==> config.mk <==
export PLATFORM = sky130hd
export DESIGN_NAME = pool_window_gen
export DESIGN_NICKNAME = d
export VERILOG_FILES = /design/src/rtl/pool_pkg.sv /design/src/rtl/pool_line_buffer.sv /design/src/rtl/pool_window_gen.sv
export SDC_FILE = /design/constraint.sdc
export NUM_CORES = 1
export LEC_CHECK = 0
export ABC_AREA = 1
export BUFFER_PORTS_ARGS = -buffer_cell sky130_fd_sc_hd__buf_2
export CAP_MARGIN = 20
export CORE_MARGIN = 8
export CORE_UTILIZATION = 25
export DETAILED_ROUTE_END_ITERATION = 7
export PLACE_DENSITY_LB_ADDON = 0.2
export SYNTH_ARGS = -nofsm -noshare
export SYNTH_HDL_FRONTEND = slang
export SYNTH_SLANG_ARGS = --single-unit
==> constraint.sdc <==
create_clock -name clk -period 3.6 [get_ports clk]
set_input_delay 0.36 -clock clk [delete_from_list [all_inputs] [get_ports clk]]
set_output_delay 0.36 -clock clk [all_outputs]
set_load 0.005 [all_outputs]
==> src/rtl/pool_pkg.sv <==
// Shared constants and helpers for the pooling datapath (window generator and max_pool2d).
package pool_pkg;

    localparam int POOL_K_DEF     = 2;
    localparam int POOL_WIDTH_DEF = 16;

    // Flattened element index of window row r, column c.
    function automatic int win_idx(input int r, input int c, input int k);
        return r * k + c;
    endfunction

    // Bits needed to index v entries, never less than one.
    function automatic int clog2_min1(input int v);
        int w;
        w = 1;
        for (int i = 1; i < 31; i++) begin
            if ((1 << i) < v) w = i + 1;
        end
        return w;
    endfunction

endpackage

==> src/rtl/pool_line_buffer.sv <==
// K-1 buffered lines of IMG_W pixels; one write port, one read port per line at a shared column.
module pool_line_buffer
    import pool_pkg::*;
#(
    parameter int K     = POOL_K_DEF,
    parameter int WIDTH = POOL_WIDTH_DEF,
    parameter int IMG_W = 8,
    localparam int LW   = clog2_min1(K - 1),
    localparam int CW   = clog2_min1(IMG_W)
) (
    input  logic                     clk,
    input  logic                     wr_en,
    input  logic [LW-1:0]            wr_line,
    input  logic [CW-1:0]            wr_col,
    input  logic [WIDTH-1:0]         wr_data,
    input  logic [CW-1:0]            rd_col,
    output logic [(K-1)*WIDTH-1:0]   rd_data
);

    for (genvar l = 0; l < K - 1; l++) begin : g_line
        logic [WIDTH-1:0] line_mem [IMG_W];

        always_ff @(posedge clk) begin
            if (wr_en && wr_line == LW'(l)) line_mem[wr_col] <= wr_data;
        end

        assign rd_data[WIDTH*l +: WIDTH] = line_mem[rd_col];
    end

endmodule

==> src/rtl/pool_window_gen.sv <==
// Raster-stream to non-overlapping KxK window generator feeding max_pool2d.
// Optional POOL_WIN_SOF_EN adds in_sof to force the accepted pixel to position (0,0).
module pool_window_gen
    import pool_pkg::*;
#(
    parameter int K     = POOL_K_DEF,
    parameter int WIDTH = POOL_WIDTH_DEF,
    parameter int IMG_W = 8,
    parameter int IMG_H = 8
) (
    input  logic                     clk,
    input  logic                     rst_n,
    input  logic [WIDTH-1:0]         in_pixel,
    input  logic                     in_valid,
`ifdef POOL_WIN_SOF_EN
    input  logic                     in_sof,
`endif
    output logic                     in_ready,
    output logic [WIDTH*K*K-1:0]     window_flat,
    output logic                     out_valid,
    input  logic                     out_ready,
    output logic                     out_last
);

    localparam int CW = clog2_min1(IMG_W);
    localparam int RW = clog2_min1(IMG_H);
    localparam int PW = clog2_min1(K);
    localparam int LW = clog2_min1(K - 1);

    if (K < 2 || (IMG_W % K) != 0 || (IMG_H % K) != 0) begin : g_param_err
        $fatal(1, "pool_window_gen: K must be >= 2 and divide IMG_W and IMG_H");
    end

    logic [CW-1:0]            col, cur_col;
    logic [RW-1:0]            row, cur_row;
    logic [PW-1:0]            cphase, rphase, cur_cphase, cur_rphase;
    logic                     sof, accept, complete, col_wrap, frame_end;
    logic [(K-1)*WIDTH-1:0]   lb_rd;
    logic [WIDTH-1:0]         col_vec [K];
    logic [WIDTH-1:0]         hist [K][K-1];
    logic [WIDTH*K*K-1:0]     win_next;

`ifdef POOL_WIN_SOF_EN
    assign sof = in_sof;
`else
    assign sof = 1'b0;
`endif

    // Position of the pixel on the input this cycle; a start-of-frame pixel is (0,0).
    always_comb begin
        cur_col    = sof ? '0 : col;
        cur_row    = sof ? '0 : row;
        cur_cphase = sof ? '0 : cphase;
        cur_rphase = sof ? '0 : rphase;
    end

    assign in_ready  = !out_valid || out_ready;
    assign accept    = in_valid && in_ready;
    assign col_wrap  = (cur_col == CW'(IMG_W - 1));
    assign frame_end = (cur_row == RW'(IMG_H - 1)) && col_wrap;
    assign complete  = accept && (cur_rphase == PW'(K - 1)) && (cur_cphase == PW'(K - 1));

    always_ff @(posedge clk or negedge rst_n) begin
        if (!rst_n) begin
            col    <= '0;
            row    <= '0;
            cphase <= '0;
            rphase <= '0;
        end else if (accept) begin
            col    <= col_wrap ? '0 : cur_col + CW'(1);
            cphase <= (cur_cphase == PW'(K - 1)) ? '0 : cur_cphase + PW'(1);
            if (col_wrap) begin
                row    <= (cur_row == RW'(IMG_H - 1)) ? '0 : cur_row + RW'(1);
                rphase <= (cur_rphase == PW'(K - 1)) ? '0 : cur_rphase + PW'(1);
            end else begin
                row    <= cur_row;
                rphase <= cur_rphase;
            end
        end
    end

    pool_line_buffer #(
        .K     (K),
        .WIDTH (WIDTH),
        .IMG_W (IMG_W)
    ) u_line_buffer (
        .clk     (clk),
        .wr_en   (accept && (cur_rphase < PW'(K - 1))),
        .wr_line (LW'(cur_rphase)),
        .wr_col  (cur_col),
        .wr_data (in_pixel),
        .rd_col  (cur_col),
        .rd_data (lb_rd)
    );

    // Column of the window being assembled: buffered lines on top, live pixel at the bottom.
    always_comb begin
        for (int r = 0; r < K - 1; r++) col_vec[r] = lb_rd[WIDTH*r +: WIDTH];
        col_vec[K-1] = in_pixel;
    end

    // Earlier K-1 columns of the current window, oldest at index 0.
    always_ff @(posedge clk) begin
        if (accept) begin
            for (int r = 0; r < K; r++) begin
                for (int j = 0; j < K - 2; j++) hist[r][j] <= hist[r][j+1];
                hist[r][K-2] <= col_vec[r];
            end
        end
    end

    always_comb begin
        win_next = '0;
        for (int r = 0; r < K; r++) begin
            for (int c = 0; c < K - 1; c++) win_next[WIDTH*win_idx(r, c, K) +: WIDTH] = hist[r][c];
            win_next[WIDTH*win_idx(r, K - 1, K) +: WIDTH] = col_vec[r];
        end
    end

    always_ff @(posedge clk or negedge rst_n) begin
        if (!rst_n) begin
            out_valid   <= 1'b0;
            out_last    <= 1'b0;
            window_flat <= '0;
        end else if (complete) begin
            window_flat <= win_next;
            out_valid   <= 1'b1;
            out_last    <= frame_end;
        end else if (out_ready) begin
            out_valid <= 1'b0;
            out_last  <= 1'b0;
        end
    end

endmodule

==> flow_metrics.env, run 1 <==
export IMPL_outcome="completed"
export IMPL_root_buffer="clkbuf_16"
export IMPL_ys_ff_latch=234
export IMPL_yosys_top_cells_area="edfxtp_1 52%, nand2_1 21%, dfrtp_1 20%"
export IMPL_syn_num_nets=865
export IMPL_insertedDiodeCount=0
export IMPL_dieHeight_um=207.7
export IMPL_area_growth_syn_to_layout_pct=19.61
export IMPL_antenna_found_initial=2
export IMPL_cp_slowest_cell="nand2_1"
export IMPL_worst_r2r_setup_slack_ns=1.29
export IMPL_hpwl_mm=14.17
export IMPL_period_share_pct=64.10
export IMPL_path_cells="nand2_2, nand2_2, inv_4, nand2_1, nor4_2, buf_4"
export IMPL_hold_path_class="in -> reg"
export IMPL_detail_route_antenna_nets=0
export IMPL_synth_area_sq_um=9188
export IMPL_grt_first_pass_wirelength_mm=36.08
export IMPL_first_global_vias=5941
export IMPL_cp_arrival_ns=2.50
export IMPL_clkLatencyLatePin_ns=0.51
export IMPL_wl_per_cell_um=15.75
export IMPL_power_leakage_nw=4.932
export IMPL_grt_ovfl_total=0
export IMPL_seq_area_frac_synth_pct=72.45
export IMPL_clockBufferDepth=3
export IMPL_vdd_ir_drop_worst_mv=0.3155
export IMPL_timing_fmax_ghz=0.4334
export IMPL_rsz0062_at_grt="no"
export IMPL_synth_top_cell_by_area="edfxtp_1"
export IMPL_finalSetupViolCount=0
export IMPL_htree_levels=1
export IMPL_multi_input_area_sq_um=2265
export IMPL_worstSetupEndpointType="register"
export IMPL_clk_pin_slew_ns=0.06
export IMPL_cp_start_kind="register"
export IMPL_coreArea_sq_um=36430
export IMPL_die_area_sq_um=43140
export IMPL_first_pass_iters=5
export IMPL_yosys_area_top_type_share_pct=52.29
export IMPL_vias=5857
export IMPL_hold_viol=0
export IMPL_tritoncts="yes"
export IMPL_drv_cap=0
export IMPL_drive_gt1_share_pct=16.37
export IMPL_syn_inst=841
export IMPL_syn_area_per_cell_sq_um=10.92
export IMPL_ys_warn_count=0
export IMPL_finalClockSkew_ns=0.007051
export IMPL_critPathBufInv=2
export IMPL_routed_wl_mm=22.38
export IMPL_drv_slew=0
export IMPL_grt_max_degree=71
export IMPL_gp_routability_congestion=0.7210
export IMPL_dpl_cell_count=1375
export IMPL_p_per_area_nw_per_um2=818.8
export IMPL_layout_nets=959
export IMPL_grt_util_all_layers_pct=10.29
export IMPL_cpMostUsedCell="nand2_2"
export IMPL_crit_required_ns=3.79
export IMPL_layout_cells_non_filler=1421
export IMPL_drt_initial_drc_count=358
export IMPL_ioPinCount=87
export IMPL_register_area_sq_um=6658
export IMPL_nFillCells=3775
export IMPL_cp_slowest_stage_delay_ns=0.45
export IMPL_finalCriticalPeriod_ns=2.308
export IMPL_cts_sinks=234
export IMPL_num_rows=70
export IMPL_drc=0
export IMPL_critPathKind="reg -> reg"
export IMPL_crit_fanout=40
export IMPL_initial_core_util_pct=25.22
export IMPL_io_buffer_count=86
export IMPL_vias_per_cell=4.122
export IMPL_setup_tns_ns=0
export IMPL_slew_headroom_pct=33.78
export IMPL_cpLargestDelayFamily="simple AND/OR/NAND/NOR gates"
export IMPL_cts_buffers=25
export IMPL_die_x_um=207.7
export IMPL_ys_types=21
export IMPL_worst_pin_slew_ns=0.9923
## path summary, 6_finish.rpt
| path | cells after the start | start | endpoint |
|---|---|---|---|
| setup / recovery | 6 | out_valid | u_line_buffer.g_line[0].line_mem[0][13] |
| hold / removal | 4 | out_ready | out_valid |
| setup reg to reg | 6 | out_valid | u_line_buffer.g_line[0].line_mem[0][13] |
| hold reg to reg | 2 | hist[1][5] | window_flat[37] |
| max in group asynchronous | 3 | rst_n | window_flat[28] |
| min in group asynchronous | 2 | rst_n | window_flat[41] |
## routing by layer
metal	global-route usage [%]	wire, um	vias up
met5	0	26	-
met4	2.301	321	4
met3	2.098	1003	25
met2	15.78	9650	118
met1	14.77	11380	2796
li1	-	-	2914
## worst min-delay path, stage by stage
cell and delay (ns):
buf_2 0.08, inv_2 0.03, nand2_2 0.07, nand2_1 0.05
## kinds of logic (layout without fill, tap and decap cells)
logic type | count (synthesis) | in the layout | share of synthesized area, %
adders and majority gates | 4 | 4 | 0.5448
DFF | 234 | 234 | 72.45
and+or+nand+nor | 545 | 545 | 23.06
buffers and inverters | 50 | 162 | 3.446
AOI/OAI and AO/OA | 7 | 7 | 0.4086
xor gates and xnor gates | 1 | 1 | 0.09535
## state kept, by name (all words and copies together) (netlist names)
register and cells:
col 3, cphase 1, cur_row 3, cur_rphase 1
hist 32, out_last 1, out_valid 1, u_line_buffer.g_line.line_mem 128
window_flat 64
## metrics by stage
| step | hold slack, ns | setup slack [ns] | area, sq um | util, % | power, mW |
|---|---|---|---|---|---|
| detailed placement | 0.4242 | 1.170 | 10140 | 27.83 | 6.459 |
| finish | 0.1274 | 1.292 | 10990 | 30.16 | 8.998 |
| global placement | 0.4245 | 1.229 | 10140 | 27.83 | 6.471 |
| global route | 0.1313 | 1.053 | 10990 | 30.16 | 9.638 |
| floorplan | 0.06441 | 0.4696 | 9188 | - | 5.493 |
| CTS | 0.1093 | 1.243 | 10990 | 30.16 | 9.155 |
## layout make-up
| cell class | count | area share, % |
|---|---|---|
| clock buffer | 29 | 5.829 |
| multi-input combinational | 557 | 20.61 |
| inverter | 9 | 0.3757 |
| timing repair buffer | 108 | 5.465 |
| sequential | 234 | 60.58 |
| tap | 468 | 5.328 |
| clock inverter | 16 | 1.810 |
## cell usage after synthesis
cell type / instances
buf_1: 2
buf_2: 13
buf_4: 14
buf_6: 7
clkbuf_1: 5
dfrtp_1: 74
edfxtp_1: 160
ha_1: 4
inv_1: 5
inv_2: 1
inv_4: 3
nand2_1: 515
nand2_2: 2
nand3_1: 3
nand3_4: 1
nand4_1: 12
nor2_1: 4
nor4_1: 8
o21a_1: 1
o21ai_0: 6
xnor2_1: 1
## repair_timing
item                                    CTS  global route
setup buffers                             0             0
endpoints found under the setup margin    0             0
gates resized for setup                   0             0
endpoints found under the hold margin    59             0
hold buffers                              1             0
## report_power, final
group	internal, mW	leakage, nW	switching [mW]
Sequential	3.57	2.41	0.269
Clock	1.62	0.408	1.02
Combinational	0.793	2.11	1.72
## layout by cell type (no fill, tap or decap)
cell type and count:
clkinv_1 8, buf_4 22, clkinv_4 1, nand3_4 1, buf_2 85, dfrtp_1 73, nor2_1 4, inv_2 1
clkbuf_16 25, clkbuf_1 4, edfxtp_1 160, bufinv_16 5, inv_4 3, dlygate4sd3_1 1, nand3_1 3, ha_1 4
nand4_1 12, nor4_2 8, dfrtp_2 1, nand2_1 515, xnor2_1 1, o21a_1 1, inv_1 5, clkinv_2 2
o21ai_0 6, nand2_2 2
No activity file was read; power rests on OpenSTA's default activity.
==> run 2: changes to the inputs <==
--- a/config.mk
+++ b/config.mk
@@ -5,7 +5,7 @@
 export SDC_FILE = /design/constraint.sdc
 export NUM_CORES = 1
 export LEC_CHECK = 0
-export ABC_AREA = 1
+export ABC_AREA = 0
 export BUFFER_PORTS_ARGS = -buffer_cell sky130_fd_sc_hd__buf_2
 export CAP_MARGIN = 20
 export CORE_MARGIN = 8
==> constraint.sdc (replaced) <==
create_clock -name clk -period 1.9 [get_ports clk]
set_input_delay 0.19 -clock clk [delete_from_list [all_inputs] [get_ports clk]]
set_output_delay 0.19 -clock clk [all_outputs]
set_load 0.005 [all_outputs]
==> run 2 against run 1 <==
- clock skew up 0.0017 ns
- wire length up 3.1%
- via count down 18%
- utilization up 1.4 points
- clock-buffer cell count up 7
- first-iteration DRC count down 33%
- sequential share of layout area down 2.3 points
- critical path depth down 2
- worst hold slack worse by 0.10 ns
- design area up 3.9%
- critical path type unchanged
- largest cell class unchanged
==> flow_metrics.env, run 2 <==
export IMPL_wl_per_cell_um=20.46
export IMPL_period_share_pct=95.20
export IMPL_critPathKind="reg -> reg"
export IMPL_finalClockSkew_ns=0.008702
export IMPL_insertedDiodeCount=0
export IMPL_clk_pin_slew_ns=0.06
export IMPL_crit_required_ns=2.09
export IMPL_cts_buffers=28
export IMPL_timing_fmax_ghz=0.5528
export IMPL_reg2reg_from="out_valid"
export IMPL_area_growth_syn_to_layout_pct=25.62
export IMPL_clkPwrFrac_pct=28.7
export IMPL_cp_depth=4
export IMPL_ff2ff_path_depth=4
export IMPL_worst_pin_slew_ns=0.5239
export IMPL_first_global_vias=5236
export IMPL_cp_arrival_ns=2.00
export IMPL_critPathBufInv=1
export IMPL_synth_compound_area_share_pct=5.286
export IMPL_p_per_area_nw_per_um2=1658
export IMPL_syn_area_per_cell_sq_um=18.18
export IMPL_largest_register_ffs=128
export IMPL_first_pass_iters=4
export IMPL_largest_register="u_line_buffer.g_line.line_mem"
export IMPL_drive_gt1_share_pct=35.36
export IMPL_finalCriticalPeriod_ns=1.809
export IMPL_setup_tns_ns=0
export IMPL_layout_nets=661
export IMPL_root_buffer="clkbuf_16"
export IMPL_final_common_cell="edfxtp_1"
export IMPL_drv_cap=0
export IMPL_syn_num_nets=524
export IMPL_muxShareOfSynthArea_pct=15.66
export IMPL_cp_startpoint="out_valid"
export IMPL_use_met1_pct=14.51
export IMPL_yosys_area_share_simple_pct=2.657
export IMPL_vias_per_cell=4.280
export IMPL_grt_util_met3_pct=1.966
export IMPL_drv_slew=0
export IMPL_num_rows=70
export IMPL_seq_area_frac_synth_pct=73.23
export IMPL_coreArea_sq_um=36170
export IMPL_die_area_sq_um=42720
export IMPL_synth_xor_area_share_pct=0.1927
export IMPL_path_cells="nand2b_1, nand2_1, nor4_4, buf_4"
export IMPL_crit_end="u_line_buffer.g_line[0].line_mem[2][11]"
export IMPL_outcome="completed"
export IMPL_clockBufferDepth=3
export IMPL_cp_slowest_cell="dfrtp_1"
export IMPL_htree_levels=1
export IMPL_seqPwrFrac_pct=40.5
export IMPL_synth_top_family_by_area="multiplexers"
export IMPL_initial_core_util_pct=25.13
export IMPL_yosys_area_top_type_share_pct=52.86
export IMPL_ioPinCount=87
export IMPL_ys_warn_count=0
export IMPL_synth_area_sq_um=9090
export IMPL_detail_route_antenna_nets=0
export IMPL_die_x_um=206.7
export IMPL_cp_start_kind="register"
export IMPL_cp_slowest_stage_delay_ns=0.37
export IMPL_gp_routability_congestion=0.7113
export IMPL_ys_ff_latch=234
export IMPL_pwr_share_comb_pct=30.8
export IMPL_hold_viol=0
export IMPL_yosys_top_cells_area="edfxtp_1 53%, dfrtp_1 20%, mux2_4 7.3%"
export IMPL_power_leakage_nw=4.439
export IMPL_finalSetupViolCount=0
export IMPL_rsz0062_at_grt="no"
export IMPL_syn_inst=500
export IMPL_internal_power_mw=13.23
export IMPL_r2r_end="u_line_buffer.g_line[0].line_mem[2][11]"
export IMPL_dieHeight_um=206.7
export IMPL_synth_edf_count=160
export IMPL_slew_headroom_pct=65.08
export IMPL_reg_largest_list="u_line_buffer.g_line.line_mem x128, window_flat x64, hist x32"
export IMPL_cts_sinks=234
export IMPL_synth_top_cell_by_area="edfxtp_1"
export IMPL_yosys_top_cells_count="160 x edfxtp_1, 74 x dfrtp_1, 65 x mux2i_1"
export IMPL_swShare_pct=30.14
export IMPL_grt_met2_usage_pct=18.02
export IMPL_utilization_pct=31.57
export IMPL_grt_max_degree=40
export IMPL_hold_path_class="in -> reg"
export IMPL_routed_wl_mm=23.06
export IMPL_drc=0
export IMPL_vias=4823
export IMPL_worstSetupEndpointType="register"
export IMPL_io_buffer_count=86
export IMPL_tritoncts="yes"
export IMPL_p_switching_mw=5.707
export IMPL_final_cell_mix="160 x edfxtp_1, 85 x buf_2, 73 x dfrtp_1"
export IMPL_crit_fanout=16
export IMPL_clkLatencyLatePin_ns=0.53
export IMPL_hpwl_mm=15.16
export IMPL_antenna_found_initial=0
export IMPL_grt_ovfl_total=0
export IMPL_grt_util_all_layers_pct=10.83
export IMPL_synthAdderAreaFrac_pct=0.5506
export IMPL_drt_initial_drc_count=239
export IMPL_cpLargestDelayFamily="simple AND/OR/NAND/NOR gates"
export IMPL_synthFlopType="edfxtp_1"
export IMPL_grt_busiest_layer="met2"
export IMPL_worst_r2r_setup_slack_ns=0.09
export IMPL_ys_types=26
export IMPL_async_flop_share_pct=31.62
export IMPL_post_synth_top_count_cell="edfxtp_1"
export IMPL_vdd_ir_drop_worst_mv=0.6498
export IMPL_grt_first_pass_wirelength_mm=34.28
[run 2: changes by cell type after synthesis, sizes merged, moves of 5 or more]
cell,before,now
clkbuf,5,10
nand4,12,0
buf,36,17
mux2i,0,65
nand2,517,22
nand2b,0,8
mux2,0,54
a31oi,0,32
o21ai,6,0
o22a,0,32
inv,9,1
[run 2: layer usage]
| metal | up-vias | wire length [um] |
|---|---|---|
| met3 | 29 | 1189 |
| met4 | 0 | 433 |
| met1 | 2460 | 10470 |
| met2 | 114 | 10970 |
| li1 | 2220 | - |
| met5 | - | 0 |
[run 2: cells by family after synthesis]
group	after synthesis
simple gates	49
xor+xnor	2
buf+inv	28
compound gates	64
flops	234
mux	119
fa+ha+maj	4
[run 2: worst min path at each step]
stage                                              endpoint  cells after the start         start
floorplan                                            col[0]                      0         rst_n
global route         u_line_buffer.g_line[0].line_mem[6][4]                      1   in_pixel[4]
CTS                 u_line_buffer.g_line[0].line_mem[6][14]                      1  in_pixel[14]
global placement                            window_flat[10]                      1         rst_n
detailed placement                          window_flat[10]                      1         rst_n
finish              u_line_buffer.g_line[0].line_mem[3][12]                      1  in_pixel[12]
[run 2: final cells by class]
type,count,area (sq um)
clock inverter,16,185.2
sequential,234,6658
tap,468,585.6
fill,3557,24750
multi-input combinational,238,2286
clock buffer,36,772.0
timing repair buffer,134,928.4
inverter,1,3.754
[run 2: what timing repair did]
item / CTS / global route
setup buffers: 0 / 0
hold buffers: 11 / 0
hold endpoints to repair: 140 / 0
gates resized for setup: 0 / 2
setup endpoints to repair: 0 / 13
[run 2: power by group through the flow]
stage | Clock (mW) | Sequential, mW | Combinational [mW]
6_report | 5.43 | 7.66 | 5.84
5_1_grt | 5.88 | 7.83 | 6.32
4_1_cts | 5.64 | 7.69 | 5.97
3_5_place_dp | 0 | 7.76 | 5.94
3_3_place_gp | 0 | 7.74 | 5.88
2_1_floorplan | 0 | 7.59 | 3.68
[run 2: per-stage QoR]
stage	setup WS (ns)	hold slack, ns	instances	power [mW]	instance area (sq um)
floorplan	-0.3402	-0.1056	500	11.27	9159
global placement	0.08195	0.1090	1064	13.62	10340
global route	0.009686	0.006713	1127	20.02	11420
detailed placement	0.03468	0.1118	1064	13.70	10340
CTS	0.02238	0.002720	1127	19.30	11410
finish	0.09116	0.02472	1127	18.93	11420
